[src/rtl/fetch_decode_pkg.sv]
// Shared definitions for the IF/ID pipeline register: FSM encoding, NOP and default widths,
// plus the packed entry layout held by each pipe slot.
package fetch_decode_pkg;

    localparam int unsigned IW_DEF = 16;
    localparam int unsigned AW_DEF = 32;
    localparam logic [15:0] NOP_DEF = 16'h0000;

    typedef enum logic [1:0] {
        EMPTY = 2'd0,
        FULL  = 2'd1,
        SKID  = 2'd2
    } state_t;

    // Layout at the default widths; the top rebuilds the same layout at its own widths.
    typedef struct packed {
        logic              valid;
        logic [IW_DEF-1:0] instruction;
        logic [IW_DEF-1:0] immediate;
        logic [AW_DEF-1:0] nextPc;
        logic [AW_DEF-1:0] samePc;
    } entry_t;

endpackage

[src/rtl/pipe_slot.sv]
// One loadable/clearable pipeline entry. The MSB is the valid bit; clearing drops only valid,
// so the payload (and with it the PCs) keeps its last value.
module pipe_slot #(
    parameter int unsigned Width = 2
) (
    input  logic             clk,
    input  logic             rst,
    input  logic             load,
    input  logic             clear,
    input  logic [Width-1:0] dIn,
    output logic [Width-1:0] q
);

    always_ff @(posedge clk or negedge rst) begin
        if (!rst) begin
            q <= '0;
        end else if (clear) begin
            q[Width-1] <= 1'b0;
        end else if (load) begin
            q <= dIn;
        end
    end

endmodule

[src/rtl/fetch_decode_reg.sv]
// IF/ID pipeline register with a 2-entry skid buffer (main + skid) and flush-to-bubble.
// Optional FETCH_DECODE_STATS_EN adds saturating stallCount/bubbleCount outputs.
module fetch_decode_reg
    import fetch_decode_pkg::*;
#(
    parameter int unsigned IW  = IW_DEF,
    parameter int unsigned AW  = AW_DEF,
    parameter logic [IW-1:0] NOP = IW'(NOP_DEF)
) (
    input  logic          clk,
    input  logic          rst,
    input  logic [IW-1:0] inInstruction,
    input  logic [IW-1:0] inImmediate,
    input  logic [AW-1:0] inNextPc,
    input  logic [AW-1:0] inSamePc,
    input  logic          inValid,
    input  logic          decodeStall,
    input  logic          flush,
    output logic          fetchStall,
    output logic [IW-1:0] outInstruction,
    output logic [IW-1:0] outImmediate,
    output logic [AW-1:0] outNextPc,
    output logic [AW-1:0] outSamePc,
`ifdef FETCH_DECODE_STATS_EN
    output logic          outValid,
    output logic [15:0]   stallCount,
    output logic [15:0]   bubbleCount
`else
    output logic          outValid
`endif
);

    typedef struct packed {
        logic          valid;
        logic [IW-1:0] instruction;
        logic [IW-1:0] immediate;
        logic [AW-1:0] nextPc;
        logic [AW-1:0] samePc;
    } slot_t;

    localparam int unsigned SlotW = $bits(slot_t);

    state_t state, stateNext;
    slot_t  inEntry, mainD, mainQ, skidQ;
    logic   mainLoad, mainClear, skidLoad, skidClear, mainFromSkid;

    always_comb begin
        inEntry.valid       = 1'b1;
        inEntry.instruction = inInstruction;
        inEntry.immediate   = inImmediate;
        inEntry.nextPc      = inNextPc;
        inEntry.samePc      = inSamePc;
    end

    always_comb begin
        stateNext    = state;
        mainLoad     = 1'b0;
        mainClear    = 1'b0;
        skidLoad     = 1'b0;
        skidClear    = 1'b0;
        mainFromSkid = 1'b0;
        if (flush) begin
            mainClear = 1'b1;
            skidClear = 1'b1;
            stateNext = EMPTY;
        end else begin
            case (state)
                EMPTY: begin
                    if (inValid) begin
                        mainLoad  = 1'b1;
                        stateNext = FULL;
                    end
                end
                FULL: begin
                    if (!decodeStall && inValid) begin
                        mainLoad = 1'b1;
                    end else if (!decodeStall) begin
                        mainClear = 1'b1;
                        stateNext = EMPTY;
                    end else if (inValid) begin
                        skidLoad  = 1'b1;
                        stateNext = SKID;
                    end
                end
                SKID: begin
                    // Fetch is stalled here, so the input is ignored.
                    if (!decodeStall) begin
                        mainLoad     = 1'b1;
                        mainFromSkid = 1'b1;
                        skidClear    = 1'b1;
                        stateNext    = FULL;
                    end
                end
                default: stateNext = EMPTY;
            endcase
        end
        mainD = mainFromSkid ? skidQ : inEntry;
    end

    // fetchStall mirrors skid occupancy one cycle after the capture edge.
    always_ff @(posedge clk or negedge rst) begin
        if (!rst) begin
            state      <= EMPTY;
            fetchStall <= 1'b0;
        end else begin
            state      <= stateNext;
            fetchStall <= (stateNext == SKID);
        end
    end

    pipe_slot #(.Width(SlotW)) mainSlot (
        .clk   (clk),
        .rst   (rst),
        .load  (mainLoad),
        .clear (mainClear),
        .dIn   (mainD),
        .q     (mainQ)
    );

    pipe_slot #(.Width(SlotW)) skidSlot (
        .clk   (clk),
        .rst   (rst),
        .load  (skidLoad),
        .clear (skidClear),
        .dIn   (inEntry),
        .q     (skidQ)
    );

    assign outValid       = mainQ.valid;
    assign outInstruction = mainQ.valid ? mainQ.instruction : NOP;
    assign outImmediate   = mainQ.valid ? mainQ.immediate : '0;
    assign outNextPc      = mainQ.nextPc;
    assign outSamePc      = mainQ.samePc;

`ifdef FETCH_DECODE_STATS_EN
    always_ff @(posedge clk or negedge rst) begin
        if (!rst) begin
            stallCount  <= 16'h0000;
            bubbleCount <= 16'h0000;
        end else begin
            if (decodeStall && mainQ.valid && stallCount != 16'hFFFF) begin
                stallCount <= stallCount + 16'h0001;
            end
            if (!mainQ.valid && bubbleCount != 16'hFFFF) begin
                bubbleCount <= bubbleCount + 16'h0001;
            end
        end
    end
`endif

endmodule

[config.mk]
export PLATFORM = sky130hd
export DESIGN_NAME = fetch_decode_reg
export DESIGN_NICKNAME = d
export VERILOG_FILES = /design/src/rtl/fetch_decode_pkg.sv /design/src/rtl/pipe_slot.sv /design/src/rtl/fetch_decode_reg.sv
export SDC_FILE = /design/constraint.sdc
export NUM_CORES = 1
export LEC_CHECK = 0
export BUFFER_PORTS_ARGS = -buffer_cell sky130_fd_sc_hd__buf_2
export CORE_ASPECT_RATIO = 1.2
export CORE_MARGIN = 8
export CORE_UTILIZATION = 36
export DETAILED_ROUTE_END_ITERATION = 10
export HOLD_SLACK_MARGIN = 0.12
export SYNTH_ARGS = -nofsm -noshare
export SYNTH_HDL_FRONTEND = slang
export SYNTH_SLANG_ARGS = --single-unit
[constraint.sdc]
create_clock -name clk -period 1.8 [get_ports clk]
set_clock_uncertainty 0.15 [all_clocks]
set_input_delay 0.09 -clock clk [delete_from_list [all_inputs] [get_ports clk]]
set_output_delay 0.09 -clock clk [all_outputs]
set_load 0.01 [all_outputs]
# Word-level counts from Yosys, hierarchy flattened
# Cells that the tools add are included.
[classes]
n_reduce_logical = 7
bitwise = 2
n_eq_ne = 3
n_mux = 29
[op_table]
columns = ["op", "count"]
rows = [
  ["$mux 97", 3],
  ["$mux 16", 2],
  ["$mux 1", 16],
  ["$mux 2", 6],
  ["$pmux 2 s3", 1],
  ["$eq 2x2->1 const B", 2],
  ["$reduce_and 2->1", 2],
  ["$reduce_bool 2->1", 2],
  ["$pmux 1 s3", 1],
  ["$eq 2x1->1 const B", 1],
  ["$logic_not 2->1", 1],
  ["$not 1->1", 2],
  ["$logic_and 1x1->1", 1],
  ["$logic_not 1->1", 1],
]
[totals]
output_inout_bits = 98
reg_bits = 197
elab_cells = 47
inputBits = 101

# Depth between registers and ports, before layout
# Gate-level depths: netlist (run 1).
[depth]
word_depth = 7
mapped_depth = 6
mapped_depth_nobuf = 4

# Hierarchy
# From an unflattened synthesis (run 1), not the netlist that was laid out.
[unflattened]
hier_cells = 578
hier_area_um2 = 9225.1
[by_module_without_submodules]
columns = ["module", "area_per_inst_um2", "cells_each", "instances", "seq_area_each_um2"]
rows = [
  ["pipe_slot", 3834.9, 207, 2, 2427.3],
  ["fetch_decode_reg", 1555.2, 164, 1, 75.1],
]

# Worst setup path before layout (run 1)
# Ideal clock, no wire load.
[synth_path]
kind = "reg-to-reg"
start = "register state[0]"
end = "register mainSlot.q[28]"
arrival_time_ns = 1.702
n_path_buf = 2
period_less_slack_ns = 1.979
slack_ns = -0.179
setup_ns = 0.127
required_time_ns = 1.523
path_stages_with_launch = 7
path_cell_list = "dfrtp_1 -> nand2b_2 -> nor3_4 -> buf_6 -> buf_6 -> mux2_1 -> mux2_1"
[synth_via]
elab_chain_cells = 5
word_cells_on_any_way = 12
classes_between = "2 x eq/ne; 7 x mux; 1 x bitwise; 2 x reduce/logical"
[synth_rtl]
columns = ["item", "line_no", "source"]
rows = [
  ["from (decl)", "fetch_decode_reg.sv:43", "state_t state, stateNext;"],
  ["from (signal assigned)", "fetch_decode_reg.sv:106", "state <= stateNext;"],
  ["branches (longest 5 deep; another with $pmux 1 s3)", "-", ""],
  ["to (signal assigned)", "pipe_slot.sv:20", "q <= dIn;"],
  ["to (decl)", "pipe_slot.sv:11", "output logic [Width-1:0] q"],
]
# Several ways; the timed one is not identified.
# A chain may end at the register's enable or synchronous reset.

# Worst setup path in the final report (run 1)
[layout_path]
start = "register state[0]"
end = "register mainSlot.q[72]"
# The elaborated chain is that of the path after synthesis.

==> results of run 1 <==
## path summary, 6_finish.rpt
check                            endpoint  cells after the start            from  slack [ns]
max                        mainSlot.q[72]                      6        state[0]       -0.18
min                        skidSlot.q[96]                      2           flush       -0.18
min reg2reg                mainSlot.q[51]                      1  mainSlot.q[51]        0.34
max in group asynchronous  skidSlot.q[68]                      4             rst        0.31
min in group asynchronous  skidSlot.q[39]                      3             rst        0.56
max reg2reg                mainSlot.q[72]                      6        state[0]       -0.18
## layout by cell type (no fill, tap or decap), drive strengths merged, types with 2 or more instances in the layout
cell type	synthesis	final
a21oi	2	2
a2bb2oi	2	2
and2	32	32
buf	94	254
clkbuf	3	28
clkinv	0	6
clkinvlp	0	2
dfrtp	197	197
dlygate4sd3	0	102
inv	1	3
mux2	288	288
nand2	2	2
nand2b	2	2
nor2	4	4
## layer usage
layer  track usage [%]  wire (microns)
met3              5.15            1490
met1              19.6           11100
met5                 0               0
met2              23.3           10700
met4              3.71             223
## power by group through the flow
stage	registers, mW	logic (mW)	clock network, mW
floorplan	5.91	1.83	0
global placement	6.05	2.26	0
detailed placement	6.08	2.32	0
CTS	6.02	2.79	3.89
global route	6.20	3.36	4.05
finish	6.07	3.11	3.73
## state kept, by name, summed over array words and instances, names as in the netlist
| name | count |
|---|---|
| skidSlot.q | 97 |
| state | 2 |
| fetchStall | 1 |
| mainSlot.q | 97 |
## synth_stat cells, drive strengths merged
library cell and count:
inv 1, buf 94, xor2 1, a21oi 2, nor3 1, mux2 288, nand2b 2, nand3b 1
nand2 2, a2bb2oi 2, o22a 1, nor4b 1, clkbuf 3, and2 32, nor3b 1, dfrtp 197
nor2b 1, a22oi 1, nor2 4
## worst max-delay path, cell delays in order, from the launching register on
cell	delay, ns
sky130_fd_sc_hd__dfrtp_1	0.38
sky130_fd_sc_hd__nand2b_4	0.16
sky130_fd_sc_hd__nor3_4	0.15
sky130_fd_sc_hd__buf_4	0.21
sky130_fd_sc_hd__buf_4	0.19
sky130_fd_sc_hd__mux2_2	0.35
sky130_fd_sc_hd__mux2_2	0.26
## stage by stage
| stage | std cells | TNS [ns] | hold WS [ns] | util [%] |
|---|---|---|---|---|
| 3_3_place_gp | 1100 | -8.37 | -0.0950 | 41.1 |
| 5_1_grt | 1263 | -25.45 | -0.176 | 52.2 |
| 2_1_floorplan | 635 | -6.68 | -0.356 | - |
| 4_1_cts | 1248 | -18.14 | -0.206 | 49.9 |
| 6_report | 1264 | -14.57 | -0.177 | 52.2 |
| 3_5_place_dp | 1100 | -13.70 | -0.0913 | 41.1 |
## logic make-up (layout without fill, tap and decap cells)
| family | after synthesis | count (layout) | synth area share (%) |
|---|---|---|---|
| buf+inv | 98 | 396 | 7.68 |
| other cells | 0 | 1 | 0 |
| mux | 288 | 288 | 35.2 |
| simple gates | 45 | 45 | 3.11 |
| flops | 197 | 197 | 53.5 |
| compound gates | 6 | 6 | 0.475 |
| xor+xnor | 1 | 1 | 0.0950 |
## layout make-up
type / instances / area [sq um] / area share [%]
tap: 330 / 413 / 3.13
clock buffer: 21 / 470 / 3.56
sequential: 197 / 4930 / 37.3
timing repair buffer: 363 / 3060 / 23.2
clock inverter: 11 / 100 / 0.758
antenna: 1 / 2.50 / 0.0189
multi-input combinational: 340 / 4230 / 32.0
inverter: 1 / 3.75 / 0.0284
## repair_timing
item	4_1_cts	5_1_grt
resized for setup	99	106
buffers inserted	7	16
pin swaps	1	3
cloned	7	7
hold endpoints to repair	394	2
setup endpoints to repair	191	194
==> results.env, run 1 <==
GRTUSAGETOTAL_PCT=14.9
RESULT_OF_THE_RUN='complete, but fails checks'
PLACED_AREA_SQ_MM=0.0104
GRT_PASS1_WL_MICRONS=37000
NUMPORTBUFFERS=198
DRTITER0DRC=252
FINALCRITPERIODSHARE_PCT=110
DR_TOTAL_VIAS=5901
ROUTABILITYCONGESTION=0.705
POWER.LEAKAGE_nW=6.14
SW_FRAC_OF_TOTAL_PCT=26.0
CLOCK_TREE.ROOT_CELL='sky130_fd_sc_hd__clkbuf_16'
DRT-PASS1-ITER-COUNT=4
FINALSETUPVIOLCOUNT=158
LAYOUT_SETUP_WS_NS=-0.176
YOSYSTOPAREACELL='sky130_fd_sc_hd__dfrtp_1'
VDD_DROP_MAX_uV=623
WORSTPATHMAXFANOUT=7
ACHIEVABLE-FREQUENCY_MHz=506
PLACEMENT.SETUP.WORST_SLACK_NS=-0.175
CLOCK_LATENCY_NS=0.42
SYNTHDOMINANTCELLAREASHARE_PCT=53.5
N_FILL_CELL=2169
YS_FF_LATCH=197
CLOCK_TREE_SINKS=197
FINISH.INSTANCE_AREA_SQ_MM=0.0132
SHARE_CLK_OF_TOTAL_POWER_PCT=28.9
ROUTED_WIRELENGTH_MICRONS=23500
ROUTEDWLPERCELL_MICRONS=18.6
POWER.NET_SWITCHING_mW=3.36
P_SEQ_SHARE_PCT=47.0
TIMING.CRITICAL_PATH.FROM_TYPE='flop'
YS.WARNINGS.COUNT=0
WORST-ENDPOINT-ARRIVAL_NS=2.13
CLOCKBUFFERDEPTH=2
GRT_SETUP_UNREPAIRED='true'
TIMING.HOLD.WS_NS=-0.177
SYNTHTOLAYOUTAREAGROWTH_PCT=43.3
GRT_MAX_DEGREE=57
MAX_SLEW_MARGIN_PCT=74.3
GRT_PASS1_VIAS=6565
TIMING.CRITICAL_PATH.REQUIRED_NS=1.95
DRCVIOLATIONCOUNT=0
MAX-CAP-VIOLATIONS=0
SYNTH_CELLS=635
SYNTH_AREA_SQ_MM=0.00922
YOSYS.CELL_TYPES.COUNT=24
SYNTH.NET_COUNT=736
ROWS=64
YOSYSSEQAREASHARE_PCT=53.5
TRITONCTS='done'
SHARE_COMB_OF_TOTAL_POWER_PCT=24.1
TIMING.CRITICAL_PATH.TO_TYPE='flop'
ANTENNA_FOUND_INITIAL=0
NETS=1021
FAILING_CHECKS='hold timing, setup timing'
CELL_INTERNAL_POWER_DISSIPATION_mW=9.55
INITIAL_UTILIZATION_PCT=36.4
VIA_PER_INST=4.67
TOTAL_POWER_mW=12.9
SYNTHESIS.AREA_PER_INSTANCE_SQ_UM=14.5
CORE_AREA_SQ_MM=0.0253
TIMING.FINAL.MAX_SLEW_VIOLATIONS=0
DIE-WIDTH_MICRONS=162
PATH_CLASS='reg2reg'
CELLPOWERDENSITY_mW_PER_MM2=977
CTS_INSERTED_BUFFERS=17
CHIPHEIGHT_MICRONS=191
HP-CLASS='in2reg'
GRT_OVERFLOW_TOTAL=0
DPL.HPWL_MICRONS=14100
PERIOD_NEEDED_NS=1.98
PIN_COUNT=199
SYNTH.AREA.TOP_CELLS='sky130_fd_sc_hd__dfrtp_1 53%, sky130_fd_sc_hd__mux2_2 25%, sky130_fd_sc_hd__mux2_1 10%, sky130_fd_sc_hd__buf_4 5.6%, sky130_fd_sc_hd__and2_1 2.2%'
CTS.HOLD.BUFFERS_ADDED=102
DRIVE_GT1_SHARE_PCT=59.2
CTS.CLK_SLEW.WORST_PATHS_NS=0.07
DIE_AREA_SQ_MM=0.0310
WORSTMARGINPINSLEW_NS=0.385
TIMING_HOLD_VIOLATIONS_FINAL=2
POSTROUTEANTENNANETS=0
HTREE_NUM_LEVELS=4
Note: power is estimated with default switching activity, not from simulation.
==> inputs of run 2 (changes only) <==
clock period = 2.1 ns   (was 1.8 ns; I/O delays follow)
==> run 2 against run 1 <==
  * Power shrank 16%
  * Worst hold slack better by 0.30 ns
  * Routed wire length fell by 11%
  * Sequential share of layout area up 3.3 points
  * Combinational power decreased by 32%
  * Register-to-register slack better by 0.24 ns
  * The run now ends clean
  * Sequential cell count unchanged
  * Largest cell class unchanged
==> results.env, run 2 (synthesis gave the netlist of run 1 again) <==
WORSTMARGINPINSLEW_NS=0.725  # +0.340 ns
SETUP.REG_TO_REG.WORST_SLACK_NS=0.06  # +0.24 ns
WORST-ENDPOINT-ARRIVAL_NS=2.19  # +0.06 ns
SYNTHTOLAYOUTAREAGROWTH_PCT=31.6
ROWS=64  # unchanged
HP-CLASS='in2async'
ROUTEDWLPERCELL_MICRONS=17.1  # -8.3%
MAX_SLEW_MARGIN_PCT=51.7  # -23 points
SETUP_TOTAL_NEGATIVE_SLACK_NS=0  # +14.57 ns
WORSTPATHMAXFANOUT=7  # unchanged
RESULT_OF_THE_RUN='finished clean'
DRCVIOLATIONCOUNT=0  # unchanged
TIMING.CRITICAL_PATH.TO_TYPE='flop'
DRT-PASS1-ITER-COUNT=4  # unchanged
DIE_AREA_SQ_MM=0.0310  # unchanged
STARTPOINT='state[0]'
GRT_SETUP_UNREPAIRED='true'
GRT_MAX_DEGREE=124  # +120%
ACHIEVABLE-FREQUENCY_MHz=491  # -2.9%
GRT_PASS1_VIAS=6193  # -5.7%
POWER.LEAKAGE_nW=5.42  # -12%
GRTUSAGETOTAL_PCT=13.4  # -1.5 points
ROUTED_WIRELENGTH_MICRONS=21000  # -11%
CLOCK_LATENCY_NS=0.42  # about the same
TIMING_HOLD_VIOLATIONS_FINAL=0  # -2
CELLPOWERDENSITY_mW_PER_MM2=891  # -8.9%
TIMING.CRITICAL_PATH.REQUIRED_NS=2.25  # +0.30 ns
FINALSETUPVIOLCOUNT=0  # -100%
DR_TOTAL_VIAS=5674  # -3.8%
DRTITER0DRC=220  # -13%
N_FILL_CELL=2276  # +4.9%
SEQ_AREA_SQ_MM=0.00493  # unchanged
INITIAL_UTILIZATION_PCT=36.4  # unchanged
MAX-CAP-VIOLATIONS=0  # unchanged
POSTROUTEANTENNANETS=0  # unchanged
PIN_COUNT=199  # unchanged
CHIPHEIGHT_MICRONS=191  # unchanged
R2R_END='mainSlot.q[32]'
VDD_DROP_MAX_uV=514  # -18%
TIMING.CRITICAL_PATH.FROM_TYPE='flop'
CTS_INSERTED_BUFFERS=17  # unchanged
RR_STARTPOINT='state[0]'
LAYOUT.CORE_UTILIZATION_PCT=48.0  # -4.2 points
NUMPORTBUFFERS=198  # unchanged
VIA_PER_INST=4.61  # -1.2%
NETS=985  # -3.5%
DRIVE_GT1_SHARE_PCT=51.8  # -7.3 points
LARGEST_REGISTERS='mainSlot.q: 97 flops, skidSlot.q: 97 flops, state: 2 flops'
MOSTFREQUENTLAYOUTCELL='sky130_fd_sc_hd__mux2_2'
HTREE_NUM_LEVELS=4  # unchanged
FF2FF_PATH_DEPTH=6  # unchanged
MULTI_INPUT_AREA_SQ_MM=0.00361  # -15%
FINALCRITPERIODSHARE_PCT=96.9  # -13 points
ANTENNA_FOUND_INITIAL=3  # +3
TRITONCTS='done'
CLOCKBUFFERDEPTH=2  # unchanged
CLOCK_TREE_SINKS=197  # unchanged
CLOCK_TREE.ROOT_CELL='sky130_fd_sc_hd__clkbuf_16'
DPL.HPWL_MICRONS=13400  # -5.0%
CTS.CLK_SLEW.WORST_PATHS_NS=0.07  # about the same
DIE-WIDTH_MICRONS=162  # unchanged
FINAL_CELL_MIX='203 x sky130_fd_sc_hd__mux2_2, 197 x sky130_fd_sc_hd__dfrtp_1, 197 x sky130_fd_sc_hd__buf_2'
ROUTABILITYCONGESTION=0.691  # -2.1%
PERIOD_NEEDED_NS=2.04  # +0.0599 ns
CORE_AREA_SQ_MM=0.0253  # unchanged
PATH_CLASS='reg2reg'
GRT_OVERFLOW_TOTAL=0  # unchanged
GRT_PASS1_WL_MICRONS=33700  # -9.0%
TIMING.FINAL.MAX_SLEW_VIOLATIONS=0  # unchanged
## run 2: worst max path at each step
stage | to | slack (ns) | cells past startpoint
final | mainSlot.q[32] | 0.06 | 6
after global routing | mainSlot.q[75] | -0.004 | 6
after CTS | mainSlot.q[52] | 0.03 | 6
after detailed placement | mainSlot.q[7] | 0.04 | 6
after global placement | mainSlot.q[49] | 0.06 | 6
after floorplan | mainSlot.q[28] | 0.12 | 6
## run 2: through the flow
step	cells	hold WS (ns)	power, mW	instance area (sq um)	worst slack (ns)
global placement	1085	-0.228	7.08	10300	0.0650
CTS	1220	0.128	11.0	11900	0.0317
finish	1230	0.124	10.8	12100	0.0646
floorplan	635	-0.341	6.64	9220	0.121
detailed placement	1085	-0.229	7.17	10300	0.0387
global route	1230	0.150	11.4	12100	-0.00378
## run 2: layer usage
| metal | share of wire (%) | track usage, % |
|---|---|---|
| met1 | 47 | 17.5 |
| met2 | 46 | 20.9 |
| met3 | 6.5 | 4.80 |
| met4 | 0.67 | 3.32 |
| met5 | 0 | 0 |
## run 2: power breakdown
| group | internal [mW] | leakage, nW | switching (mW) |
|---|---|---|---|
| Clock | 2.08 | 0.307 | 1.48 |
| Combinational | 1.26 | 2.74 | 0.842 |
| Sequential | 4.71 | 2.38 | 0.438 |
## run 2: final cells by class
| cell class | count | share of cell area, % |
|---|---|---|
| Multi-Input combinational cell | 340 | 29.7 |
| Timing Repair Buffer | 327 | 20.9 |
| Clock inverter | 13 | 1.58 |
| Clock buffer | 19 | 3.73 |
| Inverter | 1 | 0.0309 |
| Antenna cell | 3 | 0.0618 |
| Sequential cell | 197 | 40.6 |
| Tap cell | 330 | 3.40 |
## run 2: repair_timing
action                                  CTS  global route
hold endpoints to repair                394             0
buffers inserted                          0             2
endpoints found under the setup margin    0            67
resized for setup                         0             6
hold buffers                            103             0
## run 2: critical path, stage by stage, from the launching register on
cell and delay (ns):
sky130_fd_sc_hd__dfrtp_1 0.41, sky130_fd_sc_hd__nand2b_4 0.16, sky130_fd_sc_hd__nor3_4 0.23, sky130_fd_sc_hd__buf_12 0.19
sky130_fd_sc_hd__clkbuf_16 0.16, sky130_fd_sc_hd__mux2_1 0.31, sky130_fd_sc_hd__mux2_1 0.29
